File: src/rtl/dec_stage_pkg.sv
// dec_stage_pkg: shared opcode/field constants and occupancy encoding for the decode stage
package dec_stage_pkg;
  localparam int OP_W  = 6;
  localparam int REG_W = 5;
  localparam int IMM_W = 16;
  localparam logic [OP_W-1:0] OP_ANDI = 6'h0C;
  localparam logic [OP_W-1:0] OP_ORI  = 6'h0D;
  localparam logic [OP_W-1:0] OP_XORI = 6'h0E;
  localparam logic [OP_W-1:0] OP_LUI  = 6'h0F;
  typedef enum logic [1:0] {OCC_EMPTY, OCC_PARTIAL, OCC_FULL} occ_t;
  function automatic logic [31:0] sext16(input logic [IMM_W-1:0] v);
    return {{(32-IMM_W){v[IMM_W-1]}}, v};
  endfunction
endpackage

File: src/rtl/dec_fields.sv
// dec_fields: combinational MIPS field split with extended immediate, jump and branch targets
module dec_fields
  import dec_stage_pkg::*;
(
  input  logic [31:0]      instr,
  input  logic [31:0]      pc4,
  output logic [OP_W-1:0]  op,
  output logic [REG_W-1:0] rs,
  output logic [REG_W-1:0] rt,
  output logic [REG_W-1:0] rd,
  output logic [REG_W-1:0] shamt,
  output logic [OP_W-1:0]  func,
  output logic [IMM_W-1:0] imm16,
  output logic [31:0]      imm_ext,
  output logic [31:0]      index,
  output logic [31:0]      br_target
);
  logic [31:0] sx;
  logic        logical_op;
  assign op    = instr[31:26];
  assign rs    = instr[25:21];
  assign rt    = instr[20:16];
  assign rd    = instr[15:11];
  assign shamt = instr[10:6];
  assign func  = instr[5:0];
  assign imm16 = instr[15:0];
  assign sx    = sext16(instr[15:0]);
  always_comb begin
    logical_op = (op == OP_ANDI) || (op == OP_ORI) || (op == OP_XORI);
    imm_ext    = logical_op ? {16'b0, imm16} : (op == OP_LUI) ? {imm16, 16'b0} : sx;
  end
  assign index     = {pc4[31:28], instr[25:0], 2'b00};
  assign br_target = pc4 + {sx[29:0], 2'b00};
endmodule

File: src/rtl/dec_stage.sv
// dec_stage: FIFO-buffered MIPS decode stage with flush; DEC_PERF_EN adds stall/issue counters
module dec_stage
  import dec_stage_pkg::*;
#(
  parameter int DEPTH = 2,
  parameter int CNT_W = $clog2(DEPTH+1)
) (
  input  logic             clk,
  input  logic             rst,
  input  logic             in_valid,
  output logic             in_ready,
  input  logic [31:0]      in_instr,
  input  logic [31:0]      in_pc4,
  input  logic             flush,
  output logic             out_valid,
  input  logic             out_ready,
  output logic [OP_W-1:0]  op,
  output logic [REG_W-1:0] rs,
  output logic [REG_W-1:0] rt,
  output logic [REG_W-1:0] rd,
  output logic [REG_W-1:0] shamt,
  output logic [OP_W-1:0]  func,
  output logic [IMM_W-1:0] imm16,
  output logic [31:0]      imm_ext,
  output logic [31:0]      index,
  output logic [31:0]      br_target,
  output logic [31:0]      out_pc4
`ifdef DEC_PERF_EN
  ,
  output logic [31:0]      stall_cnt,
  output logic [31:0]      issue_cnt
`endif
);
  localparam int PTR_W = $clog2(DEPTH);
  logic [63:0]      mem [DEPTH];
  logic [PTR_W-1:0] wr_ptr, rd_ptr;
  logic [CNT_W-1:0] count;
  logic [63:0]      head;
  occ_t             occ;
  logic             push, pop;
  always_comb begin
    occ       = (count == '0) ? OCC_EMPTY : (count == CNT_W'(DEPTH)) ? OCC_FULL : OCC_PARTIAL;
    in_ready  = occ != OCC_FULL;
    out_valid = occ != OCC_EMPTY;
    push      = in_valid && in_ready;
    pop       = out_valid && out_ready;
  end
  always_ff @(posedge clk or posedge rst) begin
    if (rst) begin
      wr_ptr <= '0;
      rd_ptr <= '0;
      count  <= '0;
    end else if (flush) begin
      wr_ptr <= '0;
      rd_ptr <= '0;
      count  <= '0;
    end else begin
      if (push) wr_ptr <= wr_ptr + 1'b1;
      if (pop) rd_ptr <= rd_ptr + 1'b1;
      count <= count + CNT_W'(push) - CNT_W'(pop);
    end
  end
  // storage is intentionally unreset; contents are only observed behind out_valid
  always_ff @(posedge clk) begin
    if (push && !flush) mem[wr_ptr] <= {in_instr, in_pc4};
  end
  assign head    = mem[rd_ptr];
  assign out_pc4 = head[31:0];
  dec_fields u_fields (
    .instr    (head[63:32]),
    .pc4      (head[31:0]),
    .op       (op),
    .rs       (rs),
    .rt       (rt),
    .rd       (rd),
    .shamt    (shamt),
    .func     (func),
    .imm16    (imm16),
    .imm_ext  (imm_ext),
    .index    (index),
    .br_target(br_target)
  );
`ifdef DEC_PERF_EN
  always_ff @(posedge clk or posedge rst) begin
    if (rst) begin
      stall_cnt <= '0;
      issue_cnt <= '0;
    end else begin
      if (out_valid && !out_ready) stall_cnt <= stall_cnt + 1'b1;
      if (pop && !flush) issue_cnt <= issue_cnt + 1'b1;
    end
  end
`endif
endmodule

File: config.mk
export PLATFORM = sky130hd
export DESIGN_NAME = dec_stage
export DESIGN_NICKNAME = d
export VERILOG_FILES = /design/src/rtl/dec_stage_pkg.sv /design/src/rtl/dec_fields.sv /design/src/rtl/dec_stage.sv
export SDC_FILE = /design/constraint.sdc
export NUM_CORES = 1
export LEC_CHECK = 0
export CAP_MARGIN = 0
export CORE_ASPECT_RATIO = 1.4
export CORE_MARGIN = 5
export CORE_UTILIZATION = 49
export DETAILED_ROUTE_END_ITERATION = 10
export GPL_TIMING_DRIVEN = 0
export PLACE_DENSITY = 0.86
export SLEW_MARGIN = 10
export SYNTH_ARGS = -nofsm -noshare
export SYNTH_HDL_FRONTEND = slang
export SYNTH_SLANG_ARGS = --single-unit
export TNS_END_PERCENT = 100
File: constraint.sdc
create_clock -name clk -period 16.6 [get_ports clk]
set_input_delay 3.32 -clock clk [delete_from_list [all_inputs] [get_ports clk]]
set_output_delay 3.32 -clock clk [all_outputs]
set_load 0.05 [all_outputs]
---- Word-level counts from Yosys, hierarchy flattened ----
Memories as Yosys holds them, arrays and structs flattened.
Index checks and enable logic that the tools add are counted.
cells by class
  add/subtract/negate cells ............... 5
  equality and inequality tests ........... 6
  mux-type cells .......................... 11
  reductions and logical operators ........ 10
operators by type and width
  operator                                       count
  adder 32 bit                                   1
  two-way mux 32 bit                             1
  two-way mux 31 bit                             1
  == test 6 x 4 -> 1 bit, second input constant  4
  two-way mux 1 bit                              6
  two-way mux 2 bit                              3
  nonzero test 2 bit                             3
  logical AND 1 bit                              3
  adder 1 bit, second input constant             2
  adder 2 x 1 -> 2 bit                           1
  == test 2 bit, second input constant           1
  logical NOT 2 bit                              1
  logical OR 1 bit                               2
  != test 2 bit, second input constant           1
  subtractor 2 x 1 -> 2 bit                      1
  logical NOT 1 bit                              1
storage, ports and cells
  bits in registers ....................... 4
  memory bits (writable) .................. 128
  bits of input ports ..................... 69
  output and inout port bits .............. 178
  word-level logic and storage cells ...... 36
  memories ................................ 1
memory list
  memory  depth  width  rd ports  clocked after Yosys merged registers in  write ports  RTL line         RTL
  mem     2      64     1         0                                        1            dec_stage.sv:35  logic [63:0] mem [DEPTH];

---- Logic depth before layout (Yosys ltp) ----
  depth after elaboration ................. 8
  depth in mapped cells ................... 14
  gate-level depth less buffers ........... 12

---- By module ----
Synthesis repeated with hierarchy kept, for this count alone.
second synthesis, totals
  cells, all modules ...................... 610
  area, all modules ....................... 7865.0 µm²
modules (own cells, without submodules)
  module      times used  cells an instance  area each (µm²)  sequential area each (µm²)
  dec_stage   1           255                5300.1           3943.8
  dec_fields  1           355                2565.0           0.0

---- Least setup slack after synthesis ----
Ideal clock, no wire load.
  kind .................................... input to register
  from .................................... input port in_valid
  to ...................................... memory mem[1][0] (enable)
  arrival time ............................ 8.144 ns
  setup slack ............................. 7.877 ns
  stages on the path ...................... 2
  path buffers ............................ 0
  cell sequence ........................... nand2_1 > nor3b_1
between the ends
  cells in the longest elaborated chain, start to end .. 4
RTL lines
  element                                  RTL line         RTL
  start: declaration                       dec_stage.sv:10  input logic in_valid,
  logical AND 1 bit                        dec_stage.sv:45  push = in_valid && in_ready;
  logical AND 1 bit                        dec_stage.sv:65  if (push && !flush) mem[wr_ptr] <= {in_instr, in_pc4};
  two-way mux 1 bit                        dec_stage.sv:65
  two-way mux 1 bit (not written as such)  dec_stage.sv:65
  end: declaration                         dec_stage.sv:35
Every way passes these cells.

---- Worst setup path in the final report ----
  from .................................... register rd_ptr
  to ...................................... output port br_target[31]
between the ends
  cells in the longest elaborated chain, start to end .. 2
RTL lines
  element                   RTL line          RTL
  start: declaration        dec_stage.sv:36   logic [PTR_W-1:0] wr_ptr, rd_ptr;
  start signal: assignment  dec_stage.sv:59   if (pop) rd_ptr <= rd_ptr + 1'b1;
  memory read (2 x 64 bit)  --
  adder 32 bit              dec_fields.sv:33  assign br_target = pc4 + {sx[29:0], 2'b00};
  end: declaration          dec_stage.sv:26   output logic [31:0] br_target,
Every way passes these cells.

==> run_results.csv <==
group,metric,value,unit
worst_hold_path,hold_class,"reg2reg",
sta,drv_slew,0,
yosys,ys_seq_area_share,56.0,%
yosys,netlist_instances,560,
detailed_routing,viasPerCell,5.34,
cells_and_area,final_nets,938,
sta,tns,0,ns
yosys,synth_edf_count,128,
setup_path,crit_arrival,5.72,ns
cells_and_area,regArea,0.00394,mm²
global_route,met2_usage,48.2,%
global_route,grt.busiest_layer,"met2",
clocking,path_clk_slew,0.07,ns
cells_and_area,area_growth,47.9,%
cells_and_area,n_antenna_cell,0,
clocking,cts_root_buf,"clkbuf_16",
detailed_routing,drt_pass1_iterations,4,
setup_path,path_max_fanout,10,
floorplanning,initial_core_util,50.2,%
global_route,grt_usage,25.9,%
clocking,cts_hold_buf,0,
clocking,h-tree-depth,4,
setup_path,cpMostUsedCell,"buf_1",
sta,worstMarginPinSlew,1.03,ns
sta,hold_violations,0,
yosys,synth_top_cell_area_share,54.6,%
detailed_routing,vias,5525,
sta,setup_viol,0,
floorplanning,die_width,111,µm
detailed_routing,avgRoutedWirePerCell,21.3,µm
cells_and_area,design_area,0.0104,mm²
global_route,grt_pass1_wl,34.1,mm
sta,finalClockSkew,0.00984,ns
global_route,antenna_found_initial,0,
yosys,post-synth-top-area-cell,"edfxtp_1",
global_route,grt-ovfl-total,0,
clocking,cts_num_sinks,132,
flow_run,drv_cap,0,
setup_path,worst_setup_path_end_kind,"primary output",
power_and_ir_drop,peakVddDrop,0.155,mV
sta,min_period,9.04,ns
detailed_routing,drtIter0Drc,225,
clocking,clock_path_buffers,2,
detailed_routing,ant_nets,0,
setup_path,cp-start-kind,"flop",
place,dp_hpwl,17.0,mm
clocking,clk_latency,0.41,ns
yosys,synth_flop_cell,"edfxtp_1",
setup_path,critPathMaxStageDelay,0.84,ns
place,place_congestion,0.869,
yosys,synth_common_cells,"edfxtp_1 (128), buf_4 (50), mux2_2 (49)",
floorplanning,chipHeight,152,µm
clocking,numCtsBuffers,17,
setup_path,slowest_stage,"clkdlybuf4s50_1",
yosys,ys_ff_latch,132,
floorplanning,num_io_pins,247,
detailed_routing,route.detailed.drc,0,
place,io_buffers,244,
setup_path,required,13.28,ns
setup_path,worstPathCellList,"buf_2 -> buf_1 -> buf_1 -> mux2_2 -> ha_1 -> a21oi_2 -> nand2_1 -> a31o_2 -> or3_1 -> a211o_2 -> a221oi_2 -> xnor2_1 -> clkdlybuf4s50_1",
clocking,post_cts_resized,0,
floorplanning,design.core.area,0.0140,mm²
sta,whs,0.642,ns
clocking,cts_tree,"built",
yosys,synth-warning-count,0,
yosys,synth_cell_type_count,55,
cells_and_area,multi_input_area,0.00258,mm²
sta,fmax,111,MHz
cells_and_area,layout-drive-gt1-share,18.4,%
global_route,grt_util_met3,6.60,%
global_route,use_met1,27.7,%
yosys,syn_area,0.00704,mm²
setup_path,crit_type,"reg2out",
power_and_ir_drop,power-per-cell-area,220,mW/mm²
power_and_ir_drop,p_leak,4.00,nW
yosys,synth_area_leaders,"edfxtp_1 (55%), mux2_2 (7.8%), ha_1 (5.5%)",
sta,rsz0062_at_grt,"no",
sta,slew_headroom,31.0,%
floorplanning,rows,51,
global_route,grt_max_degree,19,
detailed_routing,wl,22.1,mm
yosys,synthArstFlopShare,3.03,%
cells_and_area,fillCellCount,909,
sta,fin_crit_sh,54.5,%
run_status,status,"finished, final reports clean",
floorplanning,die_area,0.0169,mm²
clocking,cts_setup_buffers,0,
global_route,grt_pass1_vias,6128,
yosys,synth.most_common_cell,"edfxtp_1",
yosys,synth.avg_cell_area,12.6,µm²
place,postPlaceCellArea,0.00985,mm²
layout by cell type (no fill, tap or decap), types with 4 or more instances in the layout:
cell type | netlist | final
buf_4 | 50 | 56
clkdlybuf4s50_1 | 0 | 244
a21o_1 | 17 | 17
a211oi_1 | 4 | 4
nand2_1 | 26 | 26
buf_6 | 0 | 7
edfxtp_1 | 128 | 128
o21ai_0 | 21 | 21
mux2i_1 | 17 | 17
nand3_1 | 7 | 7
nand2b_1 | 7 | 7
ha_1 | 31 | 31
buf_1 | 4 | 4
nor2_1 | 36 | 36
a21oi_1 | 30 | 30
clkbuf_16 | 0 | 17
nor2b_1 | 4 | 4
dfrtp_1 | 4 | 4
xor2_1 | 10 | 10
nor3_1 | 7 | 6
o211ai_1 | 4 | 4
xnor2_1 | 19 | 19
inv_6 | 0 | 5
clkbuf_1 | 10 | 10
mux2_2 | 49 | 49
inv_1 | 26 | 26
where the power goes:
part           switching [mW]  total [mW]  internal, mW  leakage [nW]
clock network           0.167       0.365         0.198         0.271
registers             0.00873       0.407         0.398          1.23
logic                    1.00        1.52         0.513          2.50
worst paths after layout:
| path | start | endpoint | slack (ns) | cells after the start |
|---|---|---|---|---|
| setup / recovery | rd_ptr$_DFFE_PP0P_ | br_target[31] | 7.56 | 13 |
| max in group asynchronous | rst | wr_ptr$_DFFE_PP0P_ | 13.37 | 2 |
| hold reg to reg | wr_ptr$_DFFE_PP0P_ | wr_ptr$_DFFE_PP0P_ | 0.64 | 2 |
| hold / removal | wr_ptr$_DFFE_PP0P_ | wr_ptr$_DFFE_PP0P_ | 0.64 | 2 |
| min in group asynchronous | rst | rd_ptr$_DFFE_PP0P_ | 3.08 | 2 |
| setup reg to reg | count[1]$_DFF_PP0_ | mem[0][8]$_DFFE_PP_ | 14.04 | 6 |
area by class of cell:
class,instances,area share [%]
repair buffers,257,24.6
well taps,185,2.22
flip-flops and latches,132,37.9
plain buffers,65,4.16
multi-input cells,338,24.8
clock inverters,15,1.33
inverters,26,0.937
clock buffers,17,4.08
worst max-delay path, delay by kind of cell, from the launching register on:
family	cells	cell delay [ns]
buffers and inverters	4	2.40
AOI/OAI and AO/OA	4	1.13
and+or+nand+nor	2	0.46
muxes	1	0.43
DFF	1	0.36
adders and majority gates	1	0.35
xor gates and xnor gates	1	0.15
cells by family after synthesis:
family | synth area share (%)
flip-flops | 56.0
XOR/XNOR | 3.61
adder cells (fa/ha/maj) | 5.79
other | 0.0533
AO/OA/AOI/OAI | 10.1
multiplexers | 10.3
AND/OR/NAND/NOR | 6.63
buffers and inverters | 7.53
layer usage:
metal  up-vias  routed length (µm)
met2       248               11800
met5         -                   0
met3        45                1400
li1       2579                   -
met1      2653                8100
met4         0                 701
sequential cells by signal, summed over array words and instances (netlist names):
name,count
mem,128
rd_ptr,1
wr_ptr,1
count,2
per-stage QoR:
step / total power [mW] / setup WS [ns] / util [%] / cells
3_5_place_dp: 1.93 / 7.97 / 70.2 / 1003
2_1_floorplan: 1.45 / 7.88 / - / 561
3_3_place_gp: 1.91 / 4.66 / 69.2 / 990
6_report: 2.29 / 7.56 / 74.2 / 1035
5_1_grt: 2.38 / 7.28 / 74.2 / 1035
4_1_cts: 2.30 / 7.49 / 74.2 / 1035
No activity file was read; power rests on OpenSTA's default activity.
